$ cat src/rtl/bus_arbiter_pkg.sv
// Shared definitions for the two-master serial bus arbiter:
// arbiter state encoding, master index type and grant helper.
package bus_pkg;

   localparam int NUM_MASTERS = 2;
   localparam int IDX_W       = (NUM_MASTERS > 1) ? $clog2(NUM_MASTERS) : 1;

   typedef logic [IDX_W-1:0] master_idx_t;

   typedef enum logic [1:0] {
      ST_IDLE = 2'd0,
      ST_BUSY = 2'd1,
      ST_TURN = 2'd2
   } arb_state_e;

   // One-hot vector with the bit of the given master set.
   function automatic logic [NUM_MASTERS-1:0] f_onehot(input master_idx_t idx);
      logic [NUM_MASTERS-1:0] v;
      v      = '0;
      v[idx] = 1'b1;
      return v;
   endfunction

endpackage

$ cat src/rtl/bus_arbiter_watchdog.sv
// Ownership watchdog: counts cycles the current owner has held the bus
// and flags when the hold limit is reached.
module arb_watchdog #(
   parameter int TIMEOUT = 64
) (
   input  logic clk,
   input  logic rstn,
   input  logic i_clear,
   input  logic i_enable,
   output logic o_expire
);

   localparam int                CNT_W = $clog2(TIMEOUT + 1);
   localparam logic [CNT_W-1:0] LIMIT = CNT_W'(TIMEOUT - 1);
   localparam logic [CNT_W-1:0] ONE   = CNT_W'(1);

   logic [CNT_W-1:0] r_cnt;

   // Clear on a new grant, otherwise count owned cycles and stick at the limit.
   always_ff @(posedge clk or negedge rstn) begin
      if (!rstn) begin
         r_cnt <= '0;
      end else if (i_clear) begin
         r_cnt <= '0;
      end else if (i_enable && (r_cnt != LIMIT)) begin
         r_cnt <= r_cnt + ONE;
      end
   end

   assign o_expire = (r_cnt == LIMIT);

endmodule

$ cat src/rtl/bus_arbiter.sv
// Two-master round-robin arbiter for the shared serial bus. The owner's
// master-side signals are routed to the bus and the bus responses are
// routed back to the owner only; everyone else sees zeros.
module bus_arbiter
   import bus_pkg::*;
#(
   parameter int TIMEOUT = 64
) (
   input  logic                   clk,
   input  logic                   rstn,
   input  logic [NUM_MASTERS-1:0] m_req,
   output logic [NUM_MASTERS-1:0] m_grant,
   input  logic [NUM_MASTERS-1:0] m_mode,
   input  logic [NUM_MASTERS-1:0] m_wr_bus,
   input  logic [NUM_MASTERS-1:0] m_mvalid,
   input  logic [NUM_MASTERS-1:0] m_mready,
   output logic [NUM_MASTERS-1:0] m_rd_bus,
   output logic [NUM_MASTERS-1:0] m_sready,
   output logic [NUM_MASTERS-1:0] m_svalid,
   output logic                   bus_mode,
   output logic                   bus_wr,
   output logic                   bus_mvalid,
   output logic                   bus_mready,
   input  logic                   bus_rd,
   input  logic                   bus_sready,
   input  logic                   bus_svalid,
   output logic                   busy,
   output logic                   owner,
   output logic                   timeout_err
);

   arb_state_e  r_state;
   arb_state_e  w_state_nxt;
   master_idx_t r_owner;
   master_idx_t w_owner_nxt;
   logic        r_armed;
   logic        r_timeout_err;
   logic        w_timeout_nxt;
   logic        w_start;
   logic        w_expire;
   logic        w_busy;
   logic [NUM_MASTERS-1:0] w_owner_vec;

   arb_watchdog #(
      .TIMEOUT (TIMEOUT)
   ) u_watchdog (
      .clk      (clk),
      .rstn     (rstn),
      .i_clear  (w_start),
      .i_enable (w_busy),
      .o_expire (w_expire)
   );

   // Next-state, next-owner and forced-release decision.
   always_comb begin
      w_state_nxt   = r_state;
      w_owner_nxt   = r_owner;
      w_timeout_nxt = 1'b0;
      w_start       = 1'b0;
      case (r_state)
         ST_IDLE: begin
            // r_armed holds off arbitration for the first edge after reset.
            if (r_armed && (|m_req)) begin
               w_state_nxt = ST_BUSY;
               w_start     = 1'b1;
               if (&m_req) begin
                  // Tie: the master that did not own the bus last wins.
                  w_owner_nxt = ~r_owner;
               end else begin
                  w_owner_nxt = m_req[1] ? master_idx_t'(1) : master_idx_t'(0);
               end
            end
         end
         ST_BUSY: begin
            // A voluntary release wins over the watchdog in the same cycle.
            if (!m_req[r_owner]) begin
               w_state_nxt = ST_TURN;
            end else if (w_expire) begin
               w_state_nxt   = ST_TURN;
               w_timeout_nxt = 1'b1;
            end
         end
         ST_TURN: begin
            // r_owner is left untouched, so it becomes the last owner for round-robin.
            w_state_nxt = ST_IDLE;
         end
         default: begin
            w_state_nxt = ST_IDLE;
         end
      endcase
   end

   // State register; reset returns straight to IDLE with no TURN cycle.
   always_ff @(posedge clk or negedge rstn) begin
      if (!rstn) begin
         r_state <= ST_IDLE;
      end else begin
         r_state <= w_state_nxt;
      end
   end

   // Owner register; resets to 1 so master 0 wins the first tie.
   always_ff @(posedge clk or negedge rstn) begin
      if (!rstn) begin
         r_owner <= master_idx_t'(1);
      end else begin
         r_owner <= w_owner_nxt;
      end
   end

   // Forced-release pulse, high only during the TURN cycle it caused.
   always_ff @(posedge clk or negedge rstn) begin
      if (!rstn) begin
         r_timeout_err <= 1'b0;
      end else begin
         r_timeout_err <= w_timeout_nxt;
      end
   end

   // Arm flag set by the first edge after reset release.
   always_ff @(posedge clk or negedge rstn) begin
      if (!rstn) begin
         r_armed <= 1'b0;
      end else begin
         r_armed <= 1'b1;
      end
   end

   assign w_busy      = (r_state == ST_BUSY);
   assign w_owner_vec = f_onehot(r_owner);

   assign m_grant     = w_busy ? w_owner_vec : '0;

   assign bus_mode    = w_busy & m_mode[r_owner];
   assign bus_wr      = w_busy & m_wr_bus[r_owner];
   assign bus_mvalid  = w_busy & m_mvalid[r_owner];
   assign bus_mready  = w_busy & m_mready[r_owner];

   assign m_rd_bus    = (w_busy & bus_rd)     ? w_owner_vec : '0;
   assign m_sready    = (w_busy & bus_sready) ? w_owner_vec : '0;
   assign m_svalid    = (w_busy & bus_svalid) ? w_owner_vec : '0;

   assign busy        = w_busy;
   assign owner       = r_owner;
   assign timeout_err = r_timeout_err;

endmodule

$ cat config.mk
export PLATFORM = sky130hd
export DESIGN_NAME = bus_arbiter
export DESIGN_NICKNAME = d
export VERILOG_FILES = /design/src/rtl/bus_arbiter_pkg.sv /design/src/rtl/bus_arbiter_watchdog.sv /design/src/rtl/bus_arbiter.sv
export SDC_FILE = /design/constraint.sdc
export NUM_CORES = 1
export LEC_CHECK = 0
export CAP_MARGIN = 20
export CORE_UTILIZATION = 40
export DETAILED_ROUTE_END_ITERATION = 6
export GPL_ROUTABILITY_DRIVEN = 1
export PLACE_DENSITY = 0.86
export RECOVER_POWER = 100
export REMOVE_ABC_BUFFERS = 1
export SLEW_MARGIN = 10
export SYNTH_ARGS = -nofsm -noshare
export SYNTH_HDL_FRONTEND = slang
export SYNTH_SLANG_ARGS = --single-unit
$ cat constraint.sdc
create_clock -name clk -period 3.22 [get_ports clk]
set_clock_uncertainty 0.15 [all_clocks]
set_input_delay 0.644 -clock clk [delete_from_list [all_inputs] [get_ports clk]]
set_output_delay 0.644 -clock clk [all_outputs]
set_load 0.005 [all_outputs]
==> metrics.yaml, run 1 <==
route:
  drt-total-wl_um: 1610
  drt_first_pass_iters: 4
  drc: 0
  vias: 628
  ant_nets: 0
  drt-initial-drc-count: 13
  routedWlPerCell_um: 13.5
  via_per_inst: 5.28
yosys:
  synthesis.instances: 73
  yosysTopAreaCell: "dfrtp_1"
  mappedNetlistArea_sq_um: 701
  synth_ff_type: "dfrtp_1"
  synthArstFlopShare: 1.00
  synth_warnings: 0
  yosys-top-cells-count: "dfrtp_1, nand2_1, nand3_1"
  ys_seq_area_frac: 0.430
  ys_ff_latch: 12
  synthXorXnorAreaFrac: 0.0125
  synthSimpleGateAreaFrac: 0.255
  synth_cell_type_count: 32
  synthTopCellsByArea: "dfrtp_1, mux2i_1, nand3_1"
  yosysMostFrequentCell: "dfrtp_1"
  synth_mux_area_frac: 0.0714
  synth_fa_ha_area_frac: 0.0179
  synth_edf_count: 0
  syn_avg_cell_area_sq_um: 9.60
  synth-compound-area-share: 0.161
  synth_top_family_by_area: "simple AND/OR/NAND/NOR gates"
  synth_top_area_share: 0.393
critical_path:
  critical-path-top-delay-family: "flip-flops"
  end_kind: "primary output"
  cp.arrival_ps: 1990
  critPathMaxFanout: 13
  cp-start-kind: "register"
  crit_required_ps: 2430
  reg2reg_depth: 5
  crit_buf_inv: 1
  slowest_delay_ps: 800
  crit_slowest_cell: "dfstp_1"
  worstReg2RegEnd: "u_watchdog.r_cnt[5]"
  r2r_start: "r_state[1]"
  path_class: "reg2out"
  reg2reg_slack_ps: 1300
  crit_chain: "nor2_1, and2_1, dlygate4sd3_1"
clocking:
  hold_buffers: 0
  cts_buffers: 3
  clock_latency_ps: 270
  htree_levels: 1
  clkSinkCount: 12
  clk_pin_slew_worst_paths_ps: 70
  cts_buffer_depth: 2
  cts_tree: "yes"
  cts_root_buffer: "clkbuf_4"
  ctsResizeCount: 0
  cts_setup_buffers: 0
outcome:
  status: "completed"
floorplanning:
  pin_count: 30
  die_x_um: 43.9
  start_util: 0.444
  dieHeight_um: 43.9
  rows: 14
  fp.coreArea_sq_mm: 0.00158
  dieArea_sq_mm: 0.00192
cells_and_area:
  drive_gt1_frac: 0.0777
  antenna_cells: 0
  postLayoutCoreUtil: 0.643
  nFillCells: 136
  nets: 120
  area_growth_pct: 44.6
sta:
  hold_violations: 0
  setup_viol: 0
  rsz0062_at_grt: "false"
  maxSlewViolCount: 0
  relSlewSlack: 0.521
  max_freq_mhz: 359
  period_share: 0.865
  fin_ws_ps: 435
  hold_slack_ps: 351
  fin_crit_ps: 2790
  finalSetupTns_ps: 0
  worst_slew_pin_slew_ps: 715
placed_design:
  place_ws_ps: 652
  port_buffers: 29
  place_hpwl_um: 1220
  gp_congestion: 0.722
power_and_ir_drop:
  p_leak_nw: 0.468
  max-vdd-ir-drop_mv: 0.369
  finalPower_uw: 655
  power_density_mw_per_mm2: 646
grt:
  grt_max_degree: 14
  track_usage: 0.182
  grt_overflow: 0
  antenna_found_initial: 0
  grt_pass1_vias: 545
  grt_pass1_wl_um: 2610
run:
  maxCapViolCount: 0
hold_path:
  min_to: "u_watchdog.r_cnt[6]"
  min-delay-start: "u_watchdog.r_cnt[6]"
  whs_path_depth: 1
  hold_path.class: "reg2reg"
cell usage in the layout, fill, tap and decap left out, drive strengths merged, types with 2 or more instances in the layout:
cell / instances
nand2b: 2
o21ai: 6
and2: 4
dfrtp: 11
nand3: 7
clkbuf: 4
mux2i: 5
nand2: 7
dlygate4sd3: 11
o211ai: 2
clkdlybuf4s50: 18
and3: 3
nor2: 6
final cells by class:
| cell class | count | area [sq um] | share of cell area |
|---|---|---|---|
| Timing Repair Buffer | 29 | 290 | 0.286 |
| Inverter | 2 | 8.76 | 0.00864 |
| Sequential cell | 12 | 302 | 0.298 |
| Tap cell | 16 | 20.0 | 0.0198 |
| Multi-Input combinational cell | 56 | 367 | 0.362 |
| Clock buffer | 4 | 26.3 | 0.0259 |
routing by layer:
layer | up-vias | global-route usage | part of all wire
met5 | - | 0 | 0
met4 | 0 | 0.0545 | 0.0062
met3 | 3 | 0.0500 | 0.022
met2 | 8 | 0.260 | 0.48
met1 | 297 | 0.269 | 0.49
li1 | 320 | - | -
worst max-delay path by stage:
stage                      startpoint           to  slack [ps]  cells after the start
after global placement    m_mvalid[1]   bus_mvalid         670                      4
after detailed placement  m_mvalid[1]   bus_mvalid         650                      4
after global routing       r_state[0]  m_sready[1]         310                      4
after CTS                 m_mvalid[1]   bus_mvalid         650                      4
after floorplan                 owner  m_rd_bus[0]        1510                      2
final                           owner  m_svalid[0]         430                      3
flip-flops by register name (all words and copies together), names as in the netlist:
signal	count
owner	1
r_armed	1
r_state	2
timeout_err	1
u_watchdog.r_cnt	7
stage by stage:
step           area, sq um  instances
2_1_floorplan          681         70
6_report              1010        119
5_1_grt               1010        119
3_5_place_dp           991        115
4_1_cts               1020        119
3_3_place_gp           991        115
power by group:
group	switching, mW	leakage, nW	internal [mW]
registers	0.0570	0.157	0.189
logic	0.145	0.297	0.168
clock network	0.0475	0.0150	0.0481
total	0.250	0.468	0.405
kinds of logic (layout without fill, tap and decap cells):
| logic type | Yosys count | after routing |
|---|---|---|
| compound gates | 15 | 15 |
| simple gates | 33 | 33 |
| fa+ha+maj | 1 | 1 |
| mux | 5 | 5 |
| flops | 12 | 12 |
| other cells | 1 | 1 |
| xor+xnor | 1 | 1 |
| buf+inv | 5 | 35 |
Note: power is estimated with default switching activity, not from simulation.
==> run 2, diff against run 1 <==
CAP_MARGIN = 25   (was 20)
GPL_TIMING_DRIVEN = 0   (was default)
SKIP_CTS_REPAIR_TIMING = 1   (was default)
==> metrics.yaml, run 2 (synthesis results as in run 1) <==
outcome:
  status: "completed"  # unchanged
placed_design:
  place_hpwl_um: 1310  # was 1220 um
  port_buffers: 29  # unchanged
  gp_congestion: 0.740  # was 0.722
  dpl-instance-area_sq_um: 991  # unchanged
power_and_ir_drop:
  p_sw_frac: 0.377  # was 0.381
  p_sw_uw: 258  # was 250 uW
  power.share.sequential: 0.359  # was 0.376
  p_int_uw: 426  # was 405 uW
  clkPwrFrac: 0.178  # was 0.146
  power_density_mw_per_mm2: 669  # was 646 mW/mm^2
  max-vdd-ir-drop_mv: 0.352  # was 0.369 mV
  p_comb_frac: 0.463  # was 0.478
  p_leak_nw: 0.470  # was 0.468 nW
critical_path:
  cp.arrival_ps: 2020  # was 1990 ps
  crit_chain: "nor2_1, and2_1, dlygate4sd3_1"  # unchanged
  slowest_delay_ps: 830  # was 800 ps
  end_kind: "primary output"  # unchanged
  critical-path-top-delay-family: "flip-flops"  # unchanged
  path_class: "reg2out"  # unchanged
  cp-start-kind: "register"  # unchanged
  crit_buf_inv: 1  # unchanged
  critPathMaxFanout: 13  # unchanged
  crit_cells: 3  # unchanged
  crit_required_ps: 2430  # about the same
  crit_slowest_cell: "dfstp_1"  # unchanged
  reg2reg_depth: 5  # unchanged
clocking:
  cts_root_buffer: "clkbuf_4"  # unchanged
  htree_levels: 1  # unchanged
  clk_pin_slew_worst_paths_ps: 80  # was 70 ps
  cts_tree: "yes"  # unchanged
  cts_buffers: 3  # unchanged
  clkSinkCount: 12  # unchanged
  clock_latency_ps: 270  # about the same
  cts_buffer_depth: 2  # unchanged
route:
  ant_nets: 0  # unchanged
  via_per_inst: 5.27  # was 5.28
  drc: 0  # unchanged
  drt_first_pass_iters: 4  # unchanged
  drt-total-wl_um: 1760  # was 1610 um
  routedWlPerCell_um: 14.8  # was 13.5 um
  drt-initial-drc-count: 15  # was 13
  vias: 627  # was 628
cells_and_area:
  antenna_cells: 0  # unchanged
  largest_reg_flops: 7  # unchanged
  final_area_sq_mm: 0.00102  # was 0.00101 sq mm
  layout_common_cells: "clkdlybuf4s50_1, dfrtp_1, dlygate4sd3_1, nand3_1, nand2_1"  # was clkdlybuf4s50_1, dlygate4sd3_1, dfrtp_1, nand3_1, nand2_1
  nets: 120  # unchanged
  layout_commonest_cell: "clkdlybuf4s50_1"  # unchanged
  top_regs: "u_watchdog.r_cnt x7, r_state x2"  # unchanged
  drive_gt1_frac: 0.0874  # was 0.0777
  nFillCells: 121  # was 136
  regMostFlops: "u_watchdog.r_cnt"  # unchanged
  area_growth_pct: 46.1  # was 44.6%
sta:
  hold_violations: 0  # unchanged
  period_share: 0.875  # was 0.865
  setup_viol: 0  # unchanged
  fin_crit_ps: 2820  # was 2790 ps
  worst_slew_pin_slew_ps: 685  # was 715 ps
  maxSlewViolCount: 0  # unchanged
  rsz0062_at_grt: "false"  # unchanged
  relSlewSlack: 0.542  # was 0.521
  finalSetupTns_ps: 0  # unchanged
  max_freq_mhz: 355  # was 359 MHz
grt:
  grt_max_degree: 14  # unchanged
  track_usage: 0.198  # was 0.182
  grt_pass1_vias: 580  # was 545
  antenna_found_initial: 0  # unchanged
  grt_overflow: 0  # unchanged
  grt_pass1_wl_um: 2810  # was 2610 um
floorplanning:
  fp.coreArea_sq_mm: 0.00158  # unchanged
  dieArea_sq_mm: 0.00192  # unchanged
  pin_count: 30  # unchanged
  start_util: 0.444  # unchanged
  dieHeight_um: 43.9  # unchanged
  die_x_um: 43.9  # unchanged
  rows: 14  # unchanged
hold_path:
  whs_path_depth: 1  # unchanged
  hold_path.class: "reg2reg"  # unchanged
run:
  maxCapViolCount: 0  # unchanged
-- run 2: path summary, 6_finish.rpt --
path	start	endpoint	slack, ps
setup / recovery	owner	m_rd_bus[0]	400
hold / removal	u_watchdog.r_cnt[6]	u_watchdog.r_cnt[6]	370
setup reg to reg	r_state[1]	u_watchdog.r_cnt[5]	1270
hold reg to reg	u_watchdog.r_cnt[6]	u_watchdog.r_cnt[6]	370
max in group asynchronous	rstn	owner	1920
min in group asynchronous	rstn	u_watchdog.r_cnt[0]	640
-- run 2: area by class of cell --
type	instances	area (sq um)	share of cell area
Inverter	2	8.76	0.00856
Clock buffer	4	36.3	0.0355
Sequential cell	12	302	0.295
Timing Repair Buffer	29	290	0.284
Multi-Input combinational cell	56	367	0.358
Tap cell	16	20.0	0.0196
-- run 2: power by group through the flow --
stage	clock, mW	combinational [mW]	sequential, mW
after global placement	0	0.326	0.247
after CTS	0.121	0.334	0.248
after global routing	0.133	0.352	0.255
after detailed placement	0	0.332	0.252
after floorplan	0	0.176	0.238
final	0.122	0.317	0.246
-- run 2: metrics by stage --
stage	hold slack [ps]	total power [mW]	util	instances	worst slack, ps
finish	373	0.685	0.649	119	401
global route	376	0.740	0.649	119	270
CTS	364	0.703	0.652	119	609
detailed placement	350	0.584	0.629	115	618
global placement	329	0.573	0.629	115	669
floorplan	198	0.415	-	70	1510
-- run 2: layer usage --
metal | track usage | routed length (um) | up-vias
li1 | - | - | 316
met1 | 0.303 | 847 | 300
met2 | 0.296 | 861 | 7
met3 | 0.0125 | 26 | 4
met4 | 0.0727 | 25 | 0
met5 | 0 | 0 | -
==> run 3, diff against run 2 <==
PLACE_DENSITY = 0.74   (was 0.86)
==> metrics.yaml, run 3 (synthesis results as in run 1) <==
cells_and_area:
  drive_gt1_frac: 0.0777  # was 0.0874
  regMostFlops: "u_watchdog.r_cnt"  # unchanged
  layout_common_cells: "clkdlybuf4s50_1, dfrtp_1, dlygate4sd3_1, nand3_1, nand2_1"  # unchanged
  layout_commonest_cell: "clkdlybuf4s50_1"  # unchanged
  nFillCells: 135  # was 121
  postLayoutCoreUtil: 0.643  # was 0.649
  layout.cells.non_filler: 119  # unchanged
  area_growth_pct: 44.6  # was 46.1%
  largest_reg_flops: 7  # unchanged
  top_regs: "u_watchdog.r_cnt x7, r_state x2"  # unchanged
  nets: 120  # unchanged
  antenna_cells: 0  # unchanged
route:
  dr.max_layer_used: "met4"  # unchanged
  drt_first_pass_iters: 4  # unchanged
  wl_met2_um: 763  # was 861 um
  vias: 612  # was 627
  ant_nets: 0  # unchanged
  met3WireLength_um: 43  # was 26 um
  met1_length_um: 807  # was 847 um
  via_per_inst: 5.14  # was 5.27
  drt-total-wl_um: 1630  # was 1760 um
  drt-initial-drc-count: 9  # was 15
  routedWlPerCell_um: 13.7  # was 14.8 um
  drc: 0  # unchanged
critical_path:
  slowest_delay_ps: 810  # was 830 ps
  crit_buf_inv: 1  # unchanged
  reg2reg_depth: 5  # unchanged
  reg2reg_slack_ps: 1350  # was 1270 ps
  cp-start-kind: "register"  # unchanged
  critical-path-top-delay-family: "flip-flops"  # unchanged
  critPathMaxFanout: 13  # unchanged
  crit_required_ps: 2430  # about the same
  end_kind: "primary output"  # unchanged
  cp.arrival_ps: 2000  # was 2020 ps
  path_class: "reg2out"  # unchanged
  r2r_start: "r_state[1]"  # unchanged
  crit_chain: "nor2_1, and2_1, dlygate4sd3_1"  # unchanged
  worstReg2RegEnd: "u_watchdog.r_cnt[5]"  # unchanged
  crit_slowest_cell: "dfstp_1"  # unchanged
sta:
  relSlewSlack: 0.542  # about the same
  fin_ws_ps: 427  # was 401 ps
  hold_violations: 0  # unchanged
  setup_viol: 0  # unchanged
  max_freq_mhz: 358  # was 355 MHz
  hold_slack_ps: 358  # was 373 ps
  maxSlewViolCount: 0  # unchanged
  period_share: 0.867  # was 0.875
  finalSetupTns_ps: 0  # unchanged
  rsz0062_at_grt: "false"  # unchanged
  fin_crit_ps: 2790  # was 2820 ps
  worst_slew_pin_slew_ps: 684  # was 685 ps
power_and_ir_drop:
  power_density_mw_per_mm2: 646  # was 669 mW/mm^2
  p_leak_nw: 0.460  # was 0.470 nW
  max-vdd-ir-drop_mv: 0.444  # was 0.352 mV
clocking:
  clk_pin_slew_worst_paths_ps: 70  # was 80 ps
  htree_levels: 1  # unchanged
  cts_root_buffer: "clkbuf_4"  # unchanged
  cts_buffers: 3  # unchanged
  cts_tree: "yes"  # unchanged
  cts_buffer_depth: 2  # unchanged
  clock_latency_ps: 270  # about the same
  clkSinkCount: 12  # unchanged
run:
  maxCapViolCount: 0  # unchanged
floorplanning:
  die_x_um: 43.9  # unchanged
  pin_count: 30  # unchanged
  fp.coreArea_sq_mm: 0.00158  # unchanged
  dieArea_sq_mm: 0.00192  # unchanged
  start_util: 0.444  # unchanged
  dieHeight_um: 43.9  # unchanged
  rows: 14  # unchanged
hold_path:
  hold_path.class: "reg2reg"  # unchanged
  min_to: "u_watchdog.r_cnt[6]"  # unchanged
  min-delay-start: "u_watchdog.r_cnt[6]"  # unchanged
  whs_path_depth: 1  # unchanged
placed_design:
  port_buffers: 29  # unchanged
  gp_congestion: 0.735  # was 0.740
  dp_cells: 115  # unchanged
  place_ws_ps: 646  # was 618 ps
  place_hpwl_um: 1260  # was 1310 um
outcome:
  status: "completed"  # unchanged
grt:
  track_usage: 0.186  # was 0.198
  antenna_found_initial: 0  # unchanged
  grt_pass1_wl_um: 2620  # was 2810 um
  grt_max_degree: 14  # unchanged
  grt_pass1_vias: 580  # unchanged
  grt_overflow: 0  # unchanged
-- run 3: cell types whose count changed in the layout (fill, tap and decap cells not counted), sizes merged --
cell / delta
clkdlybuf4s50: +1
dlygate4sd3: -1
-- run 3: per-layer routing --
layer | global-route usage | vias up
met3 | 0.0750 | 2
met2 | 0.254 | 6
li1 | - | 319
met1 | 0.271 | 285
met4 | 0.0545 | 0
met5 | 0 | -
-- run 3: power by group --
group | switching, mW | internal, mW | leakage (nW) | total [mW]
sequential | 0.0568 | 0.189 | 0.157 | 0.246
clock | 0.0459 | 0.0480 | 0.0150 | 0.0939
combinational | 0.146 | 0.170 | 0.288 | 0.315
-- run 3: final cells by class --
class	count	area [sq um]	share of cell area
well taps	16	20.0	0.0198
inverters	2	8.76	0.00864
flip-flops and latches	12	302	0.298
multi-input cells	56	367	0.362
clock buffers	4	26.3	0.0259
repair buffers	29	290	0.286
-- run 3: through the flow --
step	instance area [sq um]	power, mW
final	1010	0.655
after global routing	1010	0.709
after CTS	1020	0.681
after detailed placement	991	0.584
after global placement	991	0.579
after floorplan	681	0.415
-- run 3: worst max-delay path by stage --
stage | from | to | cells after the start
detailed placement | m_mode[1] | bus_mode | 4
global route | owner | m_rd_bus[0] | 3
CTS | m_mode[1] | bus_mode | 4
floorplan | owner | m_rd_bus[0] | 2
global placement | bus_rd | m_rd_bus[1] | 3
finish | owner | m_rd_bus[0] | 3
-- run 3: worst reg2reg max path, stage by stage (launching register included) --
cell and delay [ps]:
dfrtp_1 380, nand2b_4 180, clkinvlp_2 290, o21ai_4 150, or4_1 480, a21boi_0 160
